$ cat config.mk
export PLATFORM = sky130hd
export DESIGN_NAME = lab4_count_ctrl
export DESIGN_NICKNAME = d
export VERILOG_FILES = /design/src/rtl/lab4_count_ctrl.sv
export SDC_FILE = /design/constraint.sdc
export NUM_CORES = 1
export LEC_CHECK = 0
export BUFFER_PORTS_ARGS = -buffer_cell sky130_fd_sc_hd__buf_2
export CAP_MARGIN = 15
export CORE_UTILIZATION = 35
export CTS_CLUSTER_SIZE = 10
export DETAILED_ROUTE_END_ITERATION = 8
export PLACE_DENSITY = 0.51
export SLEW_MARGIN = 10
export SYNTH_ARGS = -nofsm -noshare
export SYNTH_HDL_FRONTEND = slang
export SYNTH_SLANG_ARGS = --single-unit
$ cat constraint.sdc
create_clock -name clk -period 1.9 [get_ports clk]
set_clock_uncertainty 0.05 [all_clocks]
set_input_delay 0.19 -clock clk [delete_from_list [all_inputs] [get_ports clk]]
set_output_delay 0.19 -clock clk [all_outputs]
set_load 0.01 [all_outputs]
$ cat src/rtl/lab4_count_ctrl.sv
// Run/pause/clear controller for a two-digit BCD up-counter with active-low 7-segment drive.
// Button edges become one-cycle commands; a prescaler paces the count while the FSM is in RUN.
module lab4_count_ctrl #(
  parameter int unsigned TICK_DIV  = 50_000_000,
  parameter int unsigned MAX_COUNT = 59,
  parameter bit          WRAP      = 1'b1
) (
  input  logic       clk,
  input  logic       reset,
  input  logic       start_btn,
  input  logic       stop_btn,
  input  logic       clear_btn,
  output logic       count_en,
  output logic [7:0] count_bcd,
  output logic [6:0] hex0,
  output logic [6:0] hex1,
  output logic [1:0] state,
  output logic       done
);

  localparam int unsigned      PW         = $clog2(TICK_DIV);
  localparam logic [PW-1:0]    PRESC_LAST = PW'(TICK_DIV - 1);
  localparam logic [7:0]       MAX_BCD    = {4'(MAX_COUNT / 10), 4'(MAX_COUNT % 10)};

  typedef enum logic [1:0] {
    IDLE  = 2'b00,
    RUN   = 2'b01,
    PAUSE = 2'b10,
    DONE  = 2'b11
  } state_t;

  state_t        st;
  logic [PW-1:0] presc;
  logic          start_q, stop_q, clear_q;
  logic          cmd_start, cmd_stop, cmd_clear;
  logic          go, tick, at_max, finish;
  logic [7:0]    count_inc;

  // Rising-edge commands; stop outranks start so a simultaneous press pauses.
  assign cmd_start = start_btn & ~start_q;
  assign cmd_stop  = stop_btn  & ~stop_q;
  assign cmd_clear = clear_btn & ~clear_q;
  assign go        = cmd_start & ~cmd_stop;

  assign tick   = (st == RUN) && (presc == PRESC_LAST);
  assign at_max = (count_bcd == MAX_BCD);
  assign finish = tick & at_max & ~WRAP;

  assign count_inc = (count_bcd[3:0] == 4'd9) ? {count_bcd[7:4] + 4'd1, 4'd0}
                                              : {count_bcd[7:4], count_bcd[3:0] + 4'd1};

  always_ff @(posedge clk or posedge reset) begin
    if (reset) begin
      st        <= IDLE;
      presc     <= '0;
      count_bcd <= 8'h00;
      count_en  <= 1'b0;
      done      <= 1'b0;
      start_q   <= 1'b1;
      stop_q    <= 1'b1;
      clear_q   <= 1'b1;
    end else begin
      start_q  <= start_btn;
      stop_q   <= stop_btn;
      clear_q  <= clear_btn;
      count_en <= 1'b0;
      done     <= 1'b0;
      if (cmd_clear) begin
        st        <= IDLE;
        presc     <= '0;
        count_bcd <= 8'h00;
      end else begin
        unique case (st)
          IDLE: begin
            presc <= '0;
            if (go) st <= RUN;
          end
          RUN: begin
            if (tick) begin
              presc <= '0;
              if (!at_max) begin
                count_bcd <= count_inc;
                count_en  <= 1'b1;
              end else if (WRAP) begin
                count_bcd <= 8'h00;
                count_en  <= 1'b1;
              end
            end else begin
              presc <= presc + PW'(1);
            end
            // Reaching the terminal value wins over a same-cycle pause.
            if (finish) begin
              st   <= DONE;
              done <= 1'b1;
            end else if (cmd_stop) begin
              st <= PAUSE;
            end
          end
          PAUSE: begin
            if (go) st <= RUN;
          end
          DONE: begin
            presc <= '0;
            if (go) begin
              count_bcd <= 8'h00;
              st        <= RUN;
            end else begin
              done <= 1'b1;
            end
          end
          default: st <= IDLE;
        endcase
      end
    end
  end

  function automatic logic [6:0] seg7(input logic [3:0] d);
    case (d)
      4'd0:    seg7 = 7'h40;
      4'd1:    seg7 = 7'h79;
      4'd2:    seg7 = 7'h24;
      4'd3:    seg7 = 7'h30;
      4'd4:    seg7 = 7'h19;
      4'd5:    seg7 = 7'h12;
      4'd6:    seg7 = 7'h02;
      4'd7:    seg7 = 7'h78;
      4'd8:    seg7 = 7'h00;
      4'd9:    seg7 = 7'h10;
      default: seg7 = 7'h7F;
    endcase
  endfunction

  assign hex0  = seg7(count_bcd[3:0]);
  assign hex1  = seg7(count_bcd[7:4]);
  assign state = st;

endmodule
**After elaboration in Yosys (flattened, before gate mapping)**

Memories as Yosys holds them, arrays and structs flattened.
Index checks and enable logic that the tools add are counted.

- Register bits: 41
- Latch bits: 0
- RAM bits: 0
- Bits in read-only memories: 224
- Bits of input ports: 5
- Output and inout bits: 26
- Word-level logic and storage cells: 61
- Memories kept: 2

- $add $sub $neg: 3
- $mul: 0
- Div/mod/pow operators: 0
- Magnitude comparators: 0
- Equality and inequality tests: 11
- Shifts and indexed selects: 0
- Mux-type cells: 19
- Bitwise operators: 8
- Reductions and logical operators: 9

Memory list:

| memory | words | width | read ports | clocked after Yosys merged registers in | write ports | RTL line | source |
|---|---|---|---|---|---|---|---|
| (name not given) | 16 | 7 | 1 | 0 | 0 | 118 | `case (d)` |
| (name not given) | 16 | 7 | 1 | 0 | 0 | 118 |  |

Operators by type and width:

| cell | count |
|---|---|
| 2-to-1 mux 26 bit | 2 |
| one-hot mux 26 bit (2 select lines) | 1 |
| 2-to-1 mux 8 bit | 5 |
| adder 26 x 1 -> 26 bit, second input constant | 1 |
| equality test 26 bit, second input constant | 1 |
| one-hot mux 8 bit (2 select lines) | 1 |
| inequality test 3 bit, second input constant | 3 |
| adder 4 x 1 -> 4 bit, second input constant | 2 |
| equality test 8 x 7 -> 1 bit, second input constant | 1 |
| 2-to-1 mux 1 bit | 6 |
| 2-to-1 mux 2 bit | 3 |
| nonzero test 3 bit | 2 |
| AND 1 bit | 4 |
| equality test 2 bit, second input constant | 2 |
| equality test 4 bit, second input constant | 1 |
| inequality test 4 x 3 -> 1 bit, second input constant | 1 |
| inverter 1 bit | 4 |
| one-hot mux 2 bit (2 select lines) | 1 |
| AND reduction 4 bit | 1 |
| inequality test 3 x 1 -> 1 bit, second input constant | 1 |
| AND reduction 3 bit | 1 |
| OR reduction 3 bit | 1 |
| equality test 2 x 1 -> 1 bit, second input constant | 1 |
| zero test 2 bit | 1 |
| other kinds (3) | 3 |

**Depth between registers and ports, before layout**

- Depth in word-level cells: 7
- Depth in mapped cells: 8
- Gate-level depth less buffers: 7

**Worst setup path after synthesis**

No wires, ideal clock.

- Path type: register to register
- Start point: reg st[1] (netlist: state[1])
- End point: reg presc[21]
- Library setup time: 118 ps
- Arrival time: 1,886 ps
- Data required time: 1,732 ps
- Slack: -154 ps
- Cell stages (with the launch flop): 8
- Path buffers: 0
- Clock period less this slack: 2,054 ps
- Path through: dfrtp_1 -> inv_1 -> ha_1 -> nand4bb_2 -> or4_1 -> o211ai_2 -> o21bai_1 -> a21o_1

- Longest elaborated chain between the ends: 5
- Elaborated cells between the ends (all ways): 9
- Those cells by class: 2 x eq/ne; 3 x mux; 4 x reduce/logical

Ends and longest elaborated chain:

| element | RTL line | source |
|---|---|---|
| start, declared | 32 | `state_t st;` |
| start signal, assigned | 54 | `st <= IDLE;` |
| start signal, assigned | 69 | `st <= IDLE;` |
| start signal, assigned | 76 | `if (go) st <= RUN;` |
| equality test 2 x 1 -> 1 bit | 45, 73 |  |
| logical AND 1 bit | 45 | `assign tick = (st == RUN) && (presc == PRESC_LAST);` |
| 2-to-1 mux 26 bit | 79 | `if (tick) begin` |
| one-hot mux 26 bit (2 select lines) | 73 | `unique case (st)` |
| 2-to-1 mux 26 bit | 68 | `if (cmd_clear) begin` |
| end signal, assigned | 89 | `presc <= presc + PW'(1);` |
| end, declared | 33 | `logic [PW-1:0] presc;` |

Several ways; a longest one is shown, not always the timed one.
A chain may end at the register's enable or synchronous reset.

**Final worst setup path**

Same ends and word-level chain as after synthesis.

==> impl_metrics.ini <==
[global_route]
top_usage_layer = met2
grt_usage_pct = 18.1
grt_first_pass_wirelength_um = 11000
grt_pass1_vias = 2349
antenna_found_initial = 0
use_met3_pct = 2.77
grt_max_degree = 24
use_met1_pct = 22.7
grt_overflow = 0
met2_usage_pct = 32.7

[setup_path]
worst-setup-path-type = reg -> reg
cp_max_fo = 4
worstRegToRegCells = 7
start_kind = flip-flop
arrival_ps = 2050
cp-end-kind = flip-flop
reg2reg_slack_ps = -20
cp-startpoint = state[1]
rr_startpoint = state[1]
rr_endpoint = presc[21]
crit_required_ps = 2030

[final_layout]
multiInputGateArea_mm2 = 0.00175
regArea_mm2 = 0.00103
antenna_cells = 0
area_growth_pct = 42.8
drive_gt1_share_pct = 40.3
final_cell_area_mm2 = 0.00378
nNetsFinal = 397
finalNonFillerCells = 479
fill_cells = 734

[synthesis]
syn_nets = 310
ys_seq_area_share_pct = 38.9
synth_seq_cells = 41
postSynth.asyncResetShare_pct = 100
ys.flop_type = dfrtp_1
synth_cell_type_count = 57
syn_area_mm2 = 0.00265
yosys_warnings = 0
synth_edf_count = 0
syn_inst = 292
syn_area_per_cell_um2 = 9.07

[floorplan]
dieArea_mm2 = 0.00792
core_mm2 = 0.00729
num_rows = 31
ioPinCount = 31
start_util_pct = 36.3
dieHeight_um = 89.0
die_x_um = 89.0

[detailed_routing]
wl_um = 6950
dr.pass1.iters = 4
drc = 0
via_count = 2405
drt_iter0_markers = 65
antenna_left = 0
routedWlPerCell_um = 14.5
viasPerCell = 5.02

[min_path]
worstHoldPathType = in -> reg
hold_depth = 4
min_from = clear_btn
hold-path-endpoint = state[1]

[clocking]
cts_tree = done
cts_max_level = 2
cts-buffers-inserted = 5
cts.sinks = 41
clk_latency_ps = 300
clock_path_buffers = 2
path_clk_slew_ps = 90
clk_root_buffer_cell = clkbuf_8

[timing]
fin_crit_sh_pct = 101
final_hold_viol_count = 0
rsz0062_at_grt = true
relSlewSlack_pct = 50.6
setup-tns-final_ps = -17.3
period_minus_slack_ps = 1920
slew_viol_final = 0
tightest_slew_ps = 740
setup_viol = 1
setup_slack_ps = -17.3
fmax_mhz = 522

[status]
run_status = finished with violations
violations = setup timing

[place]
gp_congestion = 0.789
post-place-ws_ps = -41.8
placed_area_mm2 = 0.00327
io_buffers = 30
dp_cells = 458
hpwl_um = 4820

[job]
maxCapViolCount = 0

[power]
total_power_uw = 3530
p_per_area_mw_per_mm2 = 933
ir_drop_v = 0.000576
cellLeakagePower_uw = 0.00172
-- where the power goes --
part           switching, µW  internal (µW)  leakage, µW
sequential              41.9            937     0.000552
clock                    319            429    0.0000585
combinational            975            827      0.00111
-- worst max-delay path by stage --
| stage | to | slack, ps |
|---|---|---|
| after floorplan | count_bcd[2] | 6 |
| after detailed placement | count_bcd[4] | -40 |
| after CTS | count_bcd[0] | -20 |
| after global routing | presc[21] | -100 |
| after global placement | count_bcd[2] | 10 |
| final | presc[21] | -20 |
-- repair_timing --
action	CTS	global route
setup endpoints to repair	27	41
hold endpoints to repair	15	0
pin swaps	2	13
setup buffers	1	7
cloned	0	1
hold buffers	4	0
gates resized for setup	3	52
-- layout by cell type (no fill, tap or decap), types with 3 or more instances in the layout --
cell,instances
nand3_4,3
a21oi_1,14
dfrtp_2,3
buf_6,5
inv_1,16
dlygate4sd3_1,4
and3_1,3
or3_1,4
buf_4,49
a21o_1,3
nor3_2,4
ha_4,3
clkbuf_8,6
dfstp_2,3
nand3_1,6
a31oi_1,3
ha_1,8
nor4_1,3
buf_2,30
a21oi_2,6
nor4_4,7
o21ai_0,12
xor2_1,3
nor2_1,36
nand2_1,24
nand2b_1,9
nor3_1,7
xnor2_1,17
dfrtp_1,35
-- per-layer routing --
layer  vias up  share of wire [%]
met5         -                  0
met4         0               0.68
met3         4                1.8
met2        29                 51
met1      1182                 46
li1       1190                  -
-- state kept, by name (all words and copies together), names as in the netlist --
| name | count |
|---|---|
| clear_q | 1 |
| done | 1 |
| count_en | 1 |
| count_bcd | 8 |
| state | 2 |
| start_q | 1 |
| presc | 26 |
| stop_q | 1 |
-- cell type report --
| class | instances | share of cell area [%] |
|---|---|---|
| Timing Repair Buffer | 91 | 18.0 |
| Clock inverter | 1 | 0.794 |
| Clock buffer | 7 | 2.28 |
| Sequential cell | 41 | 27.3 |
| Inverter | 19 | 1.98 |
| Multi-Input combinational cell | 221 | 46.4 |
| Tap cell | 99 | 3.27 |
-- stage by stage --
stage	hold slack, ps	util (%)
finish	418	51.9
global route	448	51.9
CTS	378	47.3
detailed placement	259	44.9
global placement	257	44.9
floorplan	144	-
-- critical path: stages (launching register included) --
cell and delay, ps:
dfrtp_1 390, inv_2 80, ha_4 160, nand4bb_4 150, or4_4 460, o211ai_4 240
o21bai_1 100, a21o_1 170
-- kinds of logic after synthesis --
group,count (synthesis),synth area share [%]
buf+inv,30,4.77
compound gates,50,11.8
flops,41,38.9
xor+xnor,20,6.61
mux,4,1.61
fa+ha+maj,13,6.14
simple gates,134,30.2
-- cells in the mapped netlist, types with 2 or more instances --
cell       n  area, µm²
mux2i_1    2       20.0
xor2_1     3       26.3
nor3_1    11       55.1
nand2b_1  10       62.6
and3_1     4       25.0
nand3_1    8       40.0
or3_1      4       25.0
ha_1      13        163
clkbuf_1   5       18.8
nor4_1     5       31.3
nand3b_1   2       15.0
nand2_1   27        101
nor4_4     4       85.1
nor2b_1    2       12.5
a21oi_1   20        100
nor4_2     2       25.0
inv_1     19       71.3
o21ai_0   12       60.1
mux2_2     2       22.5
nor2_1    36        135
xnor2_1   17        149
dfstp_2    3       78.8
buf_2      5       25.0
a31oi_1    3       18.8
dfrtp_1   38        951
a21o_1     3       22.5
nor2_2     2       12.5
No activity file was read; power rests on OpenSTA's default activity.
